--- config.mk ---
export PLATFORM = sky130hd
export DESIGN_NAME = alu_issue_queue
export DESIGN_NICKNAME = d
export VERILOG_FILES = /design/src/rtl/alu_pkg.sv /design/src/rtl/alu_req_fifo.sv /design/src/rtl/alu_issue_queue.sv
export SDC_FILE = /design/constraint.sdc
export NUM_CORES = 1
export LEC_CHECK = 0
export CORE_ASPECT_RATIO = 1.2
export CORE_UTILIZATION = 47
export DETAILED_ROUTE_END_ITERATION = 7
export PLACE_DENSITY = 0.75
export SLEW_MARGIN = 20
export SYNTH_ARGS = -nofsm -noshare
export SYNTH_HDL_FRONTEND = slang
export SYNTH_SLANG_ARGS = --single-unit
--- constraint.sdc ---
create_clock -name clk -period 2.1 [get_ports clk]
set_input_delay 0.315 -clock clk [delete_from_list [all_inputs] [get_ports clk]]
set_output_delay 0.315 -clock clk [all_outputs]
set_load 0.01 [all_outputs]
--- src/rtl/alu_pkg.sv ---
// Shared opcode encodings and default data width for the ALU issue path.
package alu_pkg;

    localparam int unsigned DEFAULT_WIDTH = 16;

    localparam logic [3:0] OPCODE_LE  = 4'b0011;
    localparam logic [3:0] OPCODE_XOR = 4'b0100;

    function automatic logic is_legal_op(input logic [3:0] op);
        return (op == OPCODE_LE) || (op == OPCODE_XOR);
    endfunction

endpackage

--- src/rtl/alu_req_fifo.sv ---
// Request storage for the ALU issue queue: circular buffer with wrapping pointers.
module alu_req_fifo #(
    parameter int unsigned DEPTH = 4,
    parameter int unsigned EW    = 36
) (
    input  logic                       clk,
    input  logic                       rst_n,
    input  logic                       i_push,
    input  logic                       i_pop,
    input  logic [EW-1:0]              i_wdata,
    output logic [EW-1:0]              o_rdata,
    output logic [$clog2(DEPTH):0]     o_count
);

    localparam int unsigned PW = $clog2(DEPTH);
    localparam int unsigned CW = $clog2(DEPTH) + 1;

    logic [EW-1:0] r_mem [DEPTH];
    logic [PW-1:0] r_wr_ptr;
    logic [PW-1:0] r_rd_ptr;
    logic [CW-1:0] r_count;

    // Storage is deliberately left out of reset; only the pointers define validity.
    always_ff @(posedge clk) begin
        if (i_push) begin
            r_mem[r_wr_ptr] <= i_wdata;
        end
    end

    always_ff @(posedge clk or negedge rst_n) begin
        if (!rst_n) begin
            r_wr_ptr <= '0;
            r_rd_ptr <= '0;
            r_count  <= '0;
        end else begin
            if (i_push) begin
                r_wr_ptr <= r_wr_ptr + PW'(1);
            end
            if (i_pop) begin
                r_rd_ptr <= r_rd_ptr + PW'(1);
            end
            case ({i_push, i_pop})
                2'b10:   r_count <= r_count + CW'(1);
                2'b01:   r_count <= r_count - CW'(1);
                default: r_count <= r_count;
            endcase
        end
    end

    assign o_rdata = r_mem[r_rd_ptr];
    assign o_count = r_count;

endmodule

--- src/rtl/alu_issue_queue.sv ---
// Buffers ALU requests, presents the head to an external LE/XOR ALU and
// registers its result behind a valid/ready output stage.
module alu_issue_queue
    import alu_pkg::*;
#(
    parameter int unsigned DEPTH = 4,
    parameter int unsigned WIDTH = DEFAULT_WIDTH
) (
    input  logic                       clk,
    input  logic                       rst_n,
    input  logic                       in_valid,
    output logic                       in_ready,
    input  logic [WIDTH-1:0]           in_a,
    input  logic [WIDTH-1:0]           in_b,
    input  logic [3:0]                 in_opcode,
    output logic [WIDTH-1:0]           alu_a,
    output logic [WIDTH-1:0]           alu_b,
    output logic [3:0]                 alu_opcode,
    input  logic [WIDTH-1:0]           alu_result,
    output logic                       out_valid,
    input  logic                       out_ready,
    output logic [WIDTH-1:0]           out_result,
    output logic                       out_illegal,
    output logic [$clog2(DEPTH):0]     count
);

    localparam int unsigned EW = 2 * WIDTH + 4;
    localparam int unsigned CW = $clog2(DEPTH) + 1;

    logic [EW-1:0] w_wdata;
    logic [EW-1:0] w_head;
    logic [CW-1:0] w_count;
    logic          w_empty;
    logic          w_push;
    logic          w_pop;

    logic             r_out_valid;
    logic [WIDTH-1:0] r_out_result;
    logic             r_out_illegal;

    // Entry layout: {opcode, a, b}
    assign w_wdata = {in_opcode, in_a, in_b};

    alu_req_fifo #(
        .DEPTH (DEPTH),
        .EW    (EW)
    ) u_fifo (
        .clk     (clk),
        .rst_n   (rst_n),
        .i_push  (w_push),
        .i_pop   (w_pop),
        .i_wdata (w_wdata),
        .o_rdata (w_head),
        .o_count (w_count)
    );

    assign w_empty  = (w_count == '0);
    assign in_ready = (w_count != CW'(DEPTH));
    assign w_push   = in_valid && in_ready;
    assign w_pop    = !w_empty && (!r_out_valid || out_ready);

    always_comb begin
        alu_opcode = '0;
        alu_a      = '0;
        alu_b      = '0;
        if (!w_empty) begin
            alu_opcode = w_head[EW-1 -: 4];
            alu_a      = w_head[2*WIDTH-1 -: WIDTH];
            alu_b      = w_head[WIDTH-1:0];
        end
    end

    always_ff @(posedge clk or negedge rst_n) begin
        if (!rst_n) begin
            r_out_valid   <= 1'b0;
            r_out_result  <= '0;
            r_out_illegal <= 1'b0;
        end else if (w_pop) begin
            r_out_valid <= 1'b1;
            if (is_legal_op(alu_opcode)) begin
                r_out_result  <= alu_result;
                r_out_illegal <= 1'b0;
            end else begin
                r_out_result  <= '0;
                r_out_illegal <= 1'b1;
            end
        end else if (out_ready) begin
            r_out_valid <= 1'b0;
        end
    end

    assign out_valid   = r_out_valid;
    assign out_result  = r_out_result;
    assign out_illegal = r_out_illegal;
    assign count       = w_count;

endmodule
# ---- Yosys cells after proc, flatten, opt, wreduce, memory -nomap -nowiden
# Memories as Yosys holds them, arrays and structs flattened.
# Cells that the tools add are included.
dict set report totals {
  wordCells 35
  inputBits 56
  n_memories 1
  ramBits 144
  ff_bits 25
  out_inout_bits 58
}
dict set report classes {
  n_reduce_logical 9
  muxes 10
  eq_ne 5
  addsub 4
}
# name depth word_bits rd rd_clocked_by_memory_dff wr line
set memory_table {}
lappend memory_table {u_fifo.r_mem 4 36 1 0 1 alu_req_fifo.sv:18} ;# logic [EW-1:0] r_mem [DEPTH];
# op n
set ops {}
lappend ops {{16-bit 2-to-1 mux} 3}
lappend ops {{3-bit one-hot mux with 2 select lines} 1}
lappend ops {{1-bit 2-to-1 mux} 5}
lappend ops {{2-bit by 1-bit adder with 2-bit output, second input constant} 2}
lappend ops {{4-bit by 2-bit equality test with 1-bit output, second input constant} 1}
lappend ops {{4-bit by 3-bit equality test with 1-bit output, second input constant} 1}
lappend ops {{4-bit 2-to-1 mux} 1}
lappend ops {{2-bit nonzero test} 2}
lappend ops {{3-bit by 1-bit adder with 3-bit output, second input constant} 1}
lappend ops {{3-bit zero test} 1}
lappend ops {{3-bit != test, second input constant} 1}
lappend ops {{3-bit by 1-bit subtractor with 3-bit output, second input constant} 1}
lappend ops {{2-bit by 1-bit equality test with 1-bit output, second input constant} 1}
lappend ops {{2-bit equality test, second input constant} 1}
lappend ops {{1-bit logical AND} 2}
lappend ops {{1-bit zero test} 2}
lappend ops {{1-bit logical OR} 2}

# ---- Longest topological paths before layout
dict set report depth {
  ltp_word 5
  mapped_depth 10
  ltp_nobuf 10
}

# ---- Cells and area by module
# A second synthesis with hierarchy kept.
dict set report hier_totals {
  cells_unflattened 330
  hier_area_um2 6683.9
}
# mod seq_area_each_um2 area_per_inst_um2 cells_per_inst n_inst
set modules_own_cells {}
lappend modules_own_cells {alu_req_fifo 4499.3 5597.9 222 1}
lappend modules_own_cells {alu_issue_queue 450.4 1086.0 108 1}

# ---- Worst setup path before layout
# OpenSTA, ideal clock, no wires.
dict set report synth_timing {
  kind {register to register}
  from {reg r_out_valid (netlist: out_valid)}
  to {reg u_fifo.r_count[2] (netlist: u_fifo.o_count[2])}
  arrival_time_ns 2.086
  slack_ns -0.065
  stages_incl_launch_ff 11
  required_time_ns 2.021
  path_cell_list {dfrtp_1 -> nor2b_1 -> or2_2 -> clkbuf_1 -> inv_1 -> ha_1 -> inv_1 -> fa_1 -> xor2_1 -> nor2_1 -> xor2_1}
}
dict set report synth_via {
  elab_chain_cells 5
}
# item line
set synth_rtl {}
lappend synth_rtl {{start, declared} alu_issue_queue.sv:37} ;# logic r_out_valid;
lappend synth_rtl {{start signal, assigned} alu_issue_queue.sv:75} ;# r_out_valid <= 1'b0;
lappend synth_rtl {{start signal, assigned} alu_issue_queue.sv:79} ;# r_out_valid <= 1'b1;
lappend synth_rtl {{start signal, assigned} alu_issue_queue.sv:88} ;# r_out_valid <= 1'b0;
lappend synth_rtl {{1-bit zero test (*)} alu_issue_queue.sv:60} ;# assign w_pop = !w_empty && (!r_out_valid || out_ready);
lappend synth_rtl {{1-bit logical OR (*)} alu_issue_queue.sv:60}
lappend synth_rtl {{1-bit logical AND (*)} alu_issue_queue.sv:60}
lappend synth_rtl {{named net u_fifo.i_pop} alu_req_fifo.sv:9} ;# input logic i_pop,
lappend synth_rtl {{2-bit by 1-bit equality test with 1-bit output or 2-bit equality test (tied branches)} alu_req_fifo.sv:42} ;# case ({i_push, i_pop})
lappend synth_rtl {{3-bit one-hot mux with 2 select lines or 2-bit nonzero test (tied branches)} --}
lappend synth_rtl {{end signal, assigned} alu_req_fifo.sv:43} ;# 2'b10: r_count <= r_count + CW'(1);
lappend synth_rtl {{end signal, assigned} alu_req_fifo.sv:44} ;# 2'b01: r_count <= r_count - CW'(1);
lappend synth_rtl {{end signal, assigned} alu_req_fifo.sv:45} ;# default: r_count <= r_count;
lappend synth_rtl {{end, declared} alu_req_fifo.sv:21} ;# logic [CW-1:0] r_count;
# The timed path passes the listed nets; every way through them passes the cells marked *.
# A chain may end at the register's enable or synchronous reset.

# ---- Worst setup path after layout
dict set report layout_timing {
  from {reg u_fifo.r_rd_ptr[0]}
  to {out alu_a[9]}
}
dict set report layout_via {
  elab_chain_cells 2
}
# item line
set layout_rtl {}
lappend layout_rtl {{start, declared} alu_req_fifo.sv:20} ;# logic [PW-1:0] r_rd_ptr;
lappend layout_rtl {{start signal, assigned} alu_req_fifo.sv:40} ;# r_rd_ptr <= r_rd_ptr + PW'(1);
lappend layout_rtl {{memory read 4 x 36 bit} --}
lappend layout_rtl {{16-bit 2-to-1 mux} alu_issue_queue.sv:66} ;# if (!w_empty) begin
lappend layout_rtl {{end, declared} alu_issue_queue.sv:16} ;# output logic [WIDTH-1:0] alu_a,
# No other way between the ends.

==> impl_metrics.yaml <==
cts:
  clock_sinks: 169
  clock_tree.root_cell: "clkbuf_16"
  cts_tree: "done"
  worstSkewPairLatency_ns: 0.42
  htree_num_levels: 4
  cts_made_buffers: 17
  path_clk_slew_ns: 0.06
  clk_path_buf_depth: 2
  cts_hold_buf: 0
synth:
  synth.top_cell.area_share_pct: 66.4
  synth_area_leaders: "edfxtp_1 66%, mux4_2 12%, dfrtp_1 9.6%"
  async_flop_share_pct: 14.8
  synth_xor_area_share_pct: 0.807
  synthTopCellsByCount: "144 x edfxtp_1, 37 x nor2b_1, 35 x mux4_2"
  synth_cells: 310
  synth_fa_ha_area_share_pct: 1.27
  synth.avg_cell_area_um2: 21.0
  seq_area_frac_synth_pct: 76.0
  synth-simple-area-share_pct: 4.90
  synth.most_common_cell: "edfxtp_1"
  synthMuxAreaShare_pct: 12.8
  synth_area_leader_cell: "edfxtp_1"
  ys_warn_count: 0
  syn-num-nets: 372
  syn_area_um2: 6510
  synth_edf_count: 144
  synth_seq_cells: 169
  synth_compound_area_share_pct: 2.63
  yosysUniqueCellTypes: 29
  ys.flop_type: "edfxtp_1"
  synth_top_family_by_area: "multiplexers"
sta:
  period_minus_slack_ns: 2.29
  finalCritPeriodShare_pct: 109
  finalWorstSetupSlack_ns: -0.186
  final-max-slew-violation-count: 0
  fmax_mhz: 438
  fin_worst_skew_ns: 0.00804
  setup_viol: 53
  hold_viol_final: 0
  slew_headroom_pct: 77.6
  worst_pin_slew_ns: 0.336
  rsz0062_at_grt: "true"
grt:
  grt_first_pass_wirelength_um: 19500
  antenna_found_initial: 0
  grt_pass1_vias: 3677
  grt_overflow: 0
  grt_max_degree: 28
  track_usage_pct: 19.3
critical_path:
  path_class: "reg2out"
  start_kind: "register"
  crit_start: "u_fifo.r_rd_ptr[0]$_DFFE_PN0P_"
  required_ns: 1.78
  cp_slowest_stage_delay_ns: 0.48
  slowest_stage: "mux4_2"
  reg2reg_from: "u_fifo.r_rd_ptr[0]$_DFFE_PN0P_"
  path_cells: "buf_12 -> bufbuf_16 -> mux4_2 -> nor2b_1 -> buf_2"
  worstPathMaxFanout: 8
  cp-end-kind: "output pin"
  arrival_ns: 1.97
placed_design:
  gp_congestion: 0.722
  io_buffer_count: 113
  place_hpwl_um: 8210
  placed_area_um2: 8090
detailed_routing:
  firstDrtPassIters: 4
  drtIter0Drc: 180
  wire_per_inst_um: 19.8
  vias_per_cell: 5.30
  totalWireLength_um: 12800
  drc: 0
  via_count: 3413
  ant_nets: 0
final_layout:
  final_cell_area_um2: 8810
  drive_gt1_share_pct: 36.1
  diodes: 0
  fin_nets: 525
  area_delta_synth_final_pct: 35.2
power:
  peakVddDrop_uv: 749
  p_leak_nw: 3.22
  cellPowerDensity_nw_per_um2: 1490
  fin_total_pwr_w: 0.0131
floorplanning:
  start_util_pct: 48.8
  num_io_pins: 114
  die_y_um: 131
  rows: 46
  die_width_um: 109
  die_area_um2: 14300
  core_um2: 13400
outcome:
  violations: "setup timing"
  status: "finished with violations"
worst_hold_path:
  hold_path.class: "in2async"
job:
  maxCapViolCount: 0
-- power by group --
group	internal [W]	switching, W
Clock	0.00199	0.00126
Sequential	0.00447	0.000267
Combinational	0.00285	0.00229
-- cell type report --
class	count	area, µm²
fill	899	4550
timing repair buffer	149	1450
inverter	7	26.3
tap	168	210
clock buffer	17	425
clock inverter	15	199
sequential	169	4950
multi-input combinational	119	1550
-- worst max-delay path, delay by kind of cell, from the launching register on --
| family | cells | cell delay [ns] |
|---|---|---|
| simple gates | 1 | 0.14 |
| mux | 1 | 0.48 |
| buf+inv | 3 | 0.56 |
| flops | 1 | 0.37 |
-- placed cells by master, fill, tap and decap left out, types with 3 or more instances in the layout --
cell type	netlist	layout
mux4_2	35	36
a22o_1	7	7
ha_1	5	5
bufinv_16	0	4
a22o_2	9	8
dfrtp_2	0	4
buf_6	2	15
inv_1	7	5
and3_2	0	4
nor2b_1	37	28
dfrtp_1	25	21
clkinvlp_4	0	3
clkdlybuf4s50_1	0	77
buf_4	0	20
xnor2_1	4	4
clkbuf_16	0	17
clkinv_4	0	3
buf_2	2	27
nor2b_4	0	9
buf_12	0	8
nor2_1	3	3
edfxtp_1	144	144
-- timing repair --
| item | CTS | global route |
|---|---|---|
| resized for setup | 152 | 33 |
| setup buffers | 7 | 2 |
| cloned | 2 | 0 |
| setup endpoints to repair | 53 | 55 |
| pin swaps | 3 | 3 |
-- sequential cells by signal, indices dropped and copies added, names as in the netlist --
signal           flops
out_illegal          1
u_fifo.r_rd_ptr      2
u_fifo.r_mem       144
u_fifo.o_count       3
out_result          16
u_fifo.r_wr_ptr      2
out_valid            1
-- cell families after synthesis --
kind of cell               Yosys count
buffers and inverters               22
and+or+nand+nor                     52
adders and majority gates            6
DFF                                169
muxes                               38
AOI/OAI and AO/OA                   17
xor gates and xnor gates             6
-- routing by layer --
layer | vias to the layer above | track usage [%] | share of wire, %
met4 | 0 | 8.00 | 1.8
met3 | 18 | 5.16 | 6.3
met5 | - | 0 | 0
met1 | 1744 | 22.8 | 41
li1 | 1540 | - | -
met2 | 111 | 33.4 | 51
-- path summary, 6_finish.rpt --
path                                             endpoint  slack [ns]  cells after the start
max                                              alu_a[9]       -0.19                      5
min                             out_result[1]$_DFFE_PN0P_        0.27                      2
max reg2reg                     out_result[0]$_DFFE_PN0P_       -0.18                      8
min reg2reg                     out_result[2]$_DFFE_PN0P_        0.50                      1
max in group asynchronous  u_fifo.r_rd_ptr[0]$_DFFE_PN0P_        1.55                      2
min in group clk                out_result[2]$_DFFE_PN0P_        0.50                      2
-- through the flow --
step	std cells	hold WS, ns	setup TNS (ns)	utilization [%]	setup slack [ns]
global placement	603	0.489	-4.22	60.6	-0.135
floorplan	310	0.0194	-0.271	-	-0.0277
finish	644	0.270	-7.10	65.9	-0.186
CTS	644	0.263	-7.85	65.0	-0.209
detailed placement	603	0.493	-4.79	60.6	-0.200
global route	644	0.289	-10.67	65.9	-0.250
Note: power is estimated with default switching activity, not from simulation.
